[src/rtl/cpa_modq_pipe.sv]
// cpa_modq_pipe: carry-propagate add of a carry-save pair followed by one
// conditional subtract of Q. Two-stage valid/ready pipeline with a sideband tag.
// Optional feature macro: CPA_MODQ_RANGE_CHK_EN enables the sticky range_err flag
// (raised when the stage-A sum is >= 2Q and so cannot be fully reduced).
module cpa_modq_pipe #(
    parameter int unsigned W     = 15,
    parameter int unsigned Q     = 3329,
    parameter int unsigned TAG_W = 4
) (
    input  logic             clk,
    input  logic             rst,
    input  logic             in_valid,
    output logic             in_ready,
    input  logic [W-1:0]     s,
    input  logic [W-1:0]     c,
    input  logic [TAG_W-1:0] in_tag,
    output logic             out_valid,
    input  logic             out_ready,
    output logic [W-1:0]     r_out,
    output logic [TAG_W-1:0] out_tag,
    output logic             range_err,
    input  logic             err_clr
);

    localparam logic [W-1:0] QW = W'(Q);

    logic             va_q;
    logic [W-1:0]     suma_q;
    logic [TAG_W-1:0] taga_q;
    logic             vb_q;
    logic [W-1:0]     r_q;
    logic [TAG_W-1:0] tagb_q;

    logic             ready_b;
    logic             load_a;
    logic             load_b;
    logic [W-1:0]     sum_in;
    logic [W-1:0]     red;

    // Ready chain, sum of the carry-save pair and the single-step reduction
    always_comb begin
        ready_b  = !vb_q || out_ready;
        in_ready = !va_q || ready_b;
        load_a   = in_valid && in_ready;
        load_b   = va_q && ready_b;
        // carry out of bit W-1 is dropped by the W-bit result
        sum_in   = s + c;
        red      = (suma_q >= QW) ? (suma_q - QW) : suma_q;
    end

    // Stage A: capture the binary sum and tag
    always_ff @(posedge clk or posedge rst) begin
        if (rst) begin
            va_q   <= 1'b0;
            suma_q <= '0;
            taga_q <= '0;
        end else begin
            if (load_a) begin
                suma_q <= sum_in;
                taga_q <= in_tag;
            end
            if (load_a) begin
                va_q <= 1'b1;
            end else if (load_b) begin
                va_q <= 1'b0;
            end
        end
    end

    // Stage B: capture the reduced result; r_out holds its value while empty
    always_ff @(posedge clk or posedge rst) begin
        if (rst) begin
            vb_q   <= 1'b0;
            r_q    <= '0;
            tagb_q <= '0;
        end else begin
            if (load_b) begin
                r_q    <= red;
                tagb_q <= taga_q;
            end
            if (load_b) begin
                vb_q <= 1'b1;
            end else if (out_ready) begin
                vb_q <= 1'b0;
            end
        end
    end

    assign out_valid = vb_q;
    assign r_out     = r_q;
    assign out_tag   = tagb_q;

`ifdef CPA_MODQ_RANGE_CHK_EN
    localparam logic [W-1:0] Q2W = W'(2 * Q);

    logic range_err_q;
    logic ge_a;

    // Sum too large for one subtract to bring it into [0,Q)
    always_comb begin
        ge_a = (suma_q >= Q2W);
    end

    // Sticky error flag; a new error in the clear cycle takes priority
    always_ff @(posedge clk or posedge rst) begin
        if (rst) begin
            range_err_q <= 1'b0;
        end else if (load_b && ge_a) begin
            range_err_q <= 1'b1;
        end else if (err_clr) begin
            range_err_q <= 1'b0;
        end
    end

    assign range_err = range_err_q;
`else
    logic unused_err_clr;
    assign unused_err_clr = err_clr;
    assign range_err      = 1'b0;
`endif

endmodule
[config.mk]
export PLATFORM = sky130hd
export DESIGN_NAME = cpa_modq_pipe
export DESIGN_NICKNAME = d
export VERILOG_FILES = /design/src/rtl/cpa_modq_pipe.sv
export SDC_FILE = /design/constraint.sdc
export NUM_CORES = 1
export LEC_CHECK = 0
export BUFFER_PORTS_ARGS = -buffer_cell sky130_fd_sc_hd__buf_2
export CORE_UTILIZATION = 49
export DETAILED_ROUTE_END_ITERATION = 6
export PLACE_DENSITY_LB_ADDON = 0.08
export SYNTH_ARGS = -nofsm -noshare
export SYNTH_HDL_FRONTEND = slang
export SYNTH_SLANG_ARGS = --single-unit
[constraint.sdc]
create_clock -name clk -period 2.2 [get_ports clk]
set_input_delay 0.11 -clock clk [delete_from_list [all_inputs] [get_ports clk]]
set_output_delay 0.11 -clock clk [all_outputs]
set_load 0.02 [all_outputs]
==> results.cfg, run 1 <==
[floorplan]
initial_core_util_pct = 52.4
dieArea_mm2 = 0.00548
core_mm2 = 0.00485
ios = 61
die_height_um = 74.0
die_x_um = 74.0
fp-row-count = 25

[timing]
rsz0062_at_grt = yes
setup_ws_ps = -44.7
slew-limit-headroom_pct = 54.6
drv_slew = 0
fmax_ghz = 0.446
fin_worst_skew_ps = 2.99
tightest_slew_ps = 679
hold_violations = 0
fin_crit_sh_pct = 102
setup_viol = 4
period_minus_slack_ps = 2240

[cts]
cts_buffer_depth = 2
path_clk_slew_ps = 70
clock_latency_ps = 290
cts-root-buf = clkbuf_8
cts_tree = built
numCtsBuffers = 5
h-tree-depth = 2
cts_sinks = 40

[layout]
design_area_mm2 = 0.00321
utilization_pct = 66.2
drive_above_1_share_pct = 28.8
antenna_cells = 0
area_delta_synth_final_pct = 26.4
instances_no_fill = 431
final_nets = 419

[synth]
ys_seq_area_share_pct = 39.4
synth_area_leaders = dfrtp_1 39%, ha_1 7.9%, nand2_1 7.8%
syn_inst = 283
synth_area_mm2 = 0.00254
synth.ff_latch_count = 40
synth_edf_count = 0
syn_area_per_cell_um2 = 8.98
synth_nets = 339
yosys.area.top_type = dfrtp_1
synth_top_area_share_pct = 39.4
synthFlopType = dfrtp_1
synthArstFlopShare_pct = 100
ys_warn_count = 0
synth.distinct_cells = 57

[drt]
dr.pass1.iters = 4
wire_per_inst_um = 12.1
drt-initial-drc-count = 86
via_count = 2258
drtAntennaViolNets = 0
drc = 0
finalWirelength_um = 5240
viasPerCell = 5.24

[critical_path]
slowest_stage = or4_4
path_class = reg2reg
cp.arrival_ps = 2460
worst_path_largest_cell_delay_ps = 540
crit_family = simple AND/OR/NAND/NOR gates
timing.rr.end = r_out[13]
start_kind = flop
worstPathRequired_ps = 2420
crit_path_max_fanout = 4
crit_buf_inv = 1
rr_worst_depth = 7
rrSetupSlack_ps = -40
cp_cell_sequence = or4_4 > buf_6 > o41a_1 > nor2_1 > o21bai_1 > or3_1 > a21oi_1
end_kind = flop
worstReg2RegStart = suma_q[5]

[pwr]
ir_worst_vdd_uv = 371
design_power_total_mw = 2.80
leakagePower_nw = 1.56
p_int_mw = 1.73
clkPwrFrac_pct = 17.7
power_density_mw_per_mm2 = 872
comb_power_share_pct = 43.9
p_sw_mw = 1.07
pwr-share-seq_pct = 38.4
swShare_pct = 38.1

[worst_hold_path]
worstHoldEndpoint = taga_q[3]
min_path_type = in2reg
hold_start = in_tag[3]
whs_path_depth = 3

[placed_design]
dp_slack_ps = -33.9
port_buffers = 58
placed_cell_area_mm2 = 0.00300
gp_congestion = 0.819
place_inst = 415
dp_hpwl_um = 3900

[global_route]
grt_pass1_vias = 2049
antenna_found_initial = 0
grt_first_pass_wirelength_um = 8960
grt_max_degree = 41
overflow = 0
grt_usage_pct = 21.1

[run_status]
run_status = complete, but fails checks
violations = negative setup slack

[flow_run]
max_cap_violations = 0
-- cell usage in the layout (no fill, tap or decap), types with 3 or more instances in the layout --
cell      instances
nor3_1            5
nand2_1          53
buf_6             3
o21ai_0          22
buf_4            23
dfrtp_1          40
a21oi_1          13
or3_1             4
xor2_1            7
and3_1            3
xnor2_1          10
nor2_1           14
a21o_1            6
o21ai_1           3
nand2b_1          5
o21a_1            4
a211oi_1          4
ha_1             16
clkbuf_8          6
and2_1            3
nand3b_1          3
inv_1             5
buf_2            58
nand3_1           5
a31oi_1           3
-- tightest hold or removal path, cell delays in order --
cell and delay, ps:
buf_2 70, nand2_1 40, nand2_1 50
-- metrics by stage --
stage / hold WS [ps] / setup TNS (ps)
floorplan: 215 / -161
global placement: 254 / -39.1
detailed placement: 254 / -95.9
CTS: 2.06 / -23.4
global route: 5.31 / -894
finish: 9.21 / -88.9
-- flip-flops by register name, summed over array words and instances (netlist names) --
register and cells:
r_out 15, suma_q 15, out_tag 4, taga_q 4, out_valid 1, va_q 1
-- worst max path at each step --
| stage | cells after the start | startpoint | end | slack, ps |
|---|---|---|---|---|
| after floorplan | 7 | suma_q[3] | r_out[14] | -110 |
| after global placement | 7 | suma_q[5] | r_out[10] | -10 |
| after detailed placement | 7 | suma_q[5] | r_out[9] | -30 |
| after CTS | 7 | suma_q[2] | r_out[13] | -8 |
| after global routing | 7 | suma_q[5] | r_out[4] | -140 |
| final | 7 | suma_q[5] | r_out[13] | -40 |
-- cell families after synthesis --
| family | share of synthesized area [%] |
|---|---|
| fa+ha+maj | 8.67 |
| xor+xnor | 5.86 |
| buf+inv | 3.20 |
| simple gates | 20.9 |
| mux | 0.394 |
| compound gates | 21.4 |
| flops | 39.4 |
| other cells | 0.148 |
-- cell type report --
type | instances | area (µm²)
clock buffer | 6 | 82.6
clock inverter | 2 | 10.0
fill | 432 | 1640
inverter | 5 | 18.8
multi-input combinational | 226 | 1510
sequential | 40 | 1000
tap | 67 | 83.8
timing repair buffer | 85 | 507
-- power groups by stage --
| stage | Combinational (mW) | Clock, mW | Sequential, mW |
|---|---|---|---|
| 2_1_floorplan | 0.607 | 0 | 1.24 |
| 3_3_place_gp | 1.12 | 0 | 1.08 |
| 3_5_place_dp | 1.13 | 0 | 1.09 |
| 4_1_cts | 1.17 | 0.508 | 1.07 |
| 5_1_grt | 1.36 | 0.534 | 1.10 |
| 6_report | 1.23 | 0.495 | 1.08 |
-- what timing repair did --
item                                    CTS  global route
endpoints found under the hold margin    40             0
cloned                                    1             0
pin swaps                                11            11
setup buffers                             1             5
resized for setup                         5            11
hold buffers                              1             0
endpoints found under the setup margin    7            14
-- per-layer routing --
metal	wire [µm]	part of all wire (%)	vias to the layer above	global-route usage, %
met5	0	0	-	0
met4	71	1.4	0	8.33
met3	180	3.4	5	2.98
met2	2460	47	52	34.9
met1	2530	48	1025	27.9
li1	-	-	1176	-
-- cells in the mapped netlist, drive strengths merged, types with 3 or more instances --
master	n
buf	5
a211oi	4
nand2b	5
ha	16
a31oi	3
nand3b	3
and2	4
nand3	5
o21ai	26
a21o	6
clkbuf	8
dfrtp	40
or3	4
or4	4
o21a	4
nand2	54
xnor2	10
xor2	7
inv	5
and3	3
o311ai	4
a21oi	15
nor2	14
nor3	6
Power figures use the tool's default switching activity.
==> inputs of run 2 (changes only) <==
- CORE_UTILIZATION: 49 -> 50
- CTS_BUF_LIST: unset -> sky130_fd_sc_hd__clkbuf_8
==> run 2 against run 1 <==
The flow still finishes with violations (negative setup slack). Critical endpoint is now r_out[14]. Final area is essentially flat. Worst setup slack better by 9.0 ps. Hold slack improved by 6.7 ps. Final cell count down 0.46%. Via count about the same. Die area shrank 1.9%. Global-route usage decreased by 0.42 points.
==> results.cfg, run 2 (synthesis results as in run 1) <==
[run_status]
run_status = complete, but fails checks
violations = negative setup slack

[timing]
finalSetupTns_ps = -46.5
fmax_ghz = 0.447
fin_crit_sh_pct = 102
setup_ws_ps = -35.6
setup_viol = 4
rsz0062_at_grt = yes
hold_slack_ps = 15.9
drv_slew = 0
tightest_slew_ps = 645
fin_worst_skew_ps = 3.44
hold_violations = 0
period_minus_slack_ps = 2240
slew-limit-headroom_pct = 56.9

[critical_path]
rr_worst_depth = 6
slowest_stage = or4_4
endpoint = r_out[14]
end_kind = flop
rrSetupSlack_ps = -40
worstReg2RegStart = suma_q[2]
critPathLaunch = suma_q[2]
crit_buf_inv = 0
worst_path_largest_cell_delay_ps = 540
path_class = reg2reg
start_kind = flop
cp_cell_sequence = or4_4 > or4_4 > a32o_2 > o311a_1 > a21oi_2 > o31ai_1
crit_top_cell = or4_4
cp.arrival_ps = 2410
worstPathRequired_ps = 2380
timing.rr.end = r_out[14]
crit_family = simple AND/OR/NAND/NOR gates
crit_path_max_fanout = 3
cp.depth = 6

[drt]
viasPerCell = 5.27
drc = 0
finalWirelength_um = 5100
via_count = 2260
dr.pass1.iters = 4
drt-initial-drc-count = 156
drtAntennaViolNets = 0
wire_per_inst_um = 11.9

[cts]
path_clk_slew_ps = 80
clock_latency_ps = 290
cts_tree = built
cts_sinks = 40
numCtsBuffers = 5
h-tree-depth = 2
cts-root-buf = clkbuf_8
cts_buffer_depth = 2

[floorplan]
dieArea_mm2 = 0.00537
fp-row-count = 25
die_height_um = 73.3
initial_core_util_pct = 52.7
core_mm2 = 0.00482
die_x_um = 73.3
ios = 61

[layout]
layout_common_cells = 58 x buf_2, 53 x nand2_1, 40 x dfrtp_1
area_delta_synth_final_pct = 26.3
design_area_mm2 = 0.00321
drive_above_1_share_pct = 28.2
antenna_cells = 0
final_nets = 417
layout_commonest_cell = buf_2
fill_cells = 429

[placed_design]
dp_hpwl_um = 3830
port_buffers = 58
gp_congestion = 0.858
placed_cell_area_mm2 = 0.00301

[global_route]
antenna_found_initial = 0
grt_pass1_vias = 2042
use_met2_pct = 36.0
overflow = 0
grt_usage_pct = 20.7
grt_first_pass_wirelength_um = 8650
grt_max_degree = 41
busiest_layer = met2
grtUsageMet1_pct = 26.0
grt_use_met3_pct = 2.47

[flow_run]
max_cap_violations = 0

[worst_hold_path]
min_path_type = in2reg

[pwr]
leakagePower_nw = 1.54
power_density_mw_per_mm2 = 886
design_power_total_mw = 2.84
ir_worst_vdd_uv = 431
run 2: cell type report:
cell class	instances	area, µm²	area share, %
clock buffer	5	68.8	2.15
clock inverter	3	42.5	1.33
inverter	5	18.8	0.585
multi-input combinational	226	1500	46.9
sequential	40	1000	31.2
tap	67	83.8	2.61
timing repair buffer	83	489	15.3
run 2: routing by layer:
layer,share of wire (%),vias to the layer above
met1,48,1022
met5,0,-
met4,1.5,0
met2,47,59
li1,-,1171
met3,4.1,8
run 2: timing repair:
| action | in CTS | in global routing |
|---|---|---|
| buffers inserted | 1 | 0 |
| resized for setup | 2 | 9 |
| setup endpoints to repair | 7 | 14 |
| gates cloned | 1 | 0 |
| pin swaps | 1 | 6 |
| hold buffers | 3 | 0 |
| endpoints found under the hold margin | 42 | 0 |
run 2: worst reg2reg max path, stage by stage (launching register included):
cell	delay [ps]
dfrtp_1	380
or4_4	540
or4_4	440
a32o_2	250
o311a_1	310
a21oi_2	110
o31ai_1	80
run 2: worst min path at each step:
stage / startpoint / endpoint / slack [ps] / depth (start not counted)
global route: in_tag[0] / taga_q[0] / 4 / 3
finish: in_tag[0] / taga_q[0] / 20 / 3
detailed placement: rst / out_tag[0] / 260 / 3
floorplan: in_tag[0] / taga_q[0] / 220 / 2
CTS: in_tag[0] / taga_q[0] / 5 / 3
global placement: rst / r_out[9] / 250 / 3
run 2: through the flow:
| stage | utilization, % | worst slack [ps] | cells |
|---|---|---|---|
| finish | 66.6 | -35.6 | 429 |
| floorplan | - | -109 | 283 |
| CTS | 66.1 | -19.5 | 429 |
| global route | 66.6 | -116 | 429 |
| global placement | 62.5 | -17.7 | 416 |
| detailed placement | 62.5 | -47.7 | 416 |
run 2: power by group:
group	switching, mW	total (mW)	internal [mW]
registers	0.144	1.08	0.934
clock network	0.253	0.588	0.335
logic	0.664	1.18	0.511
total	1.06	2.84	1.78
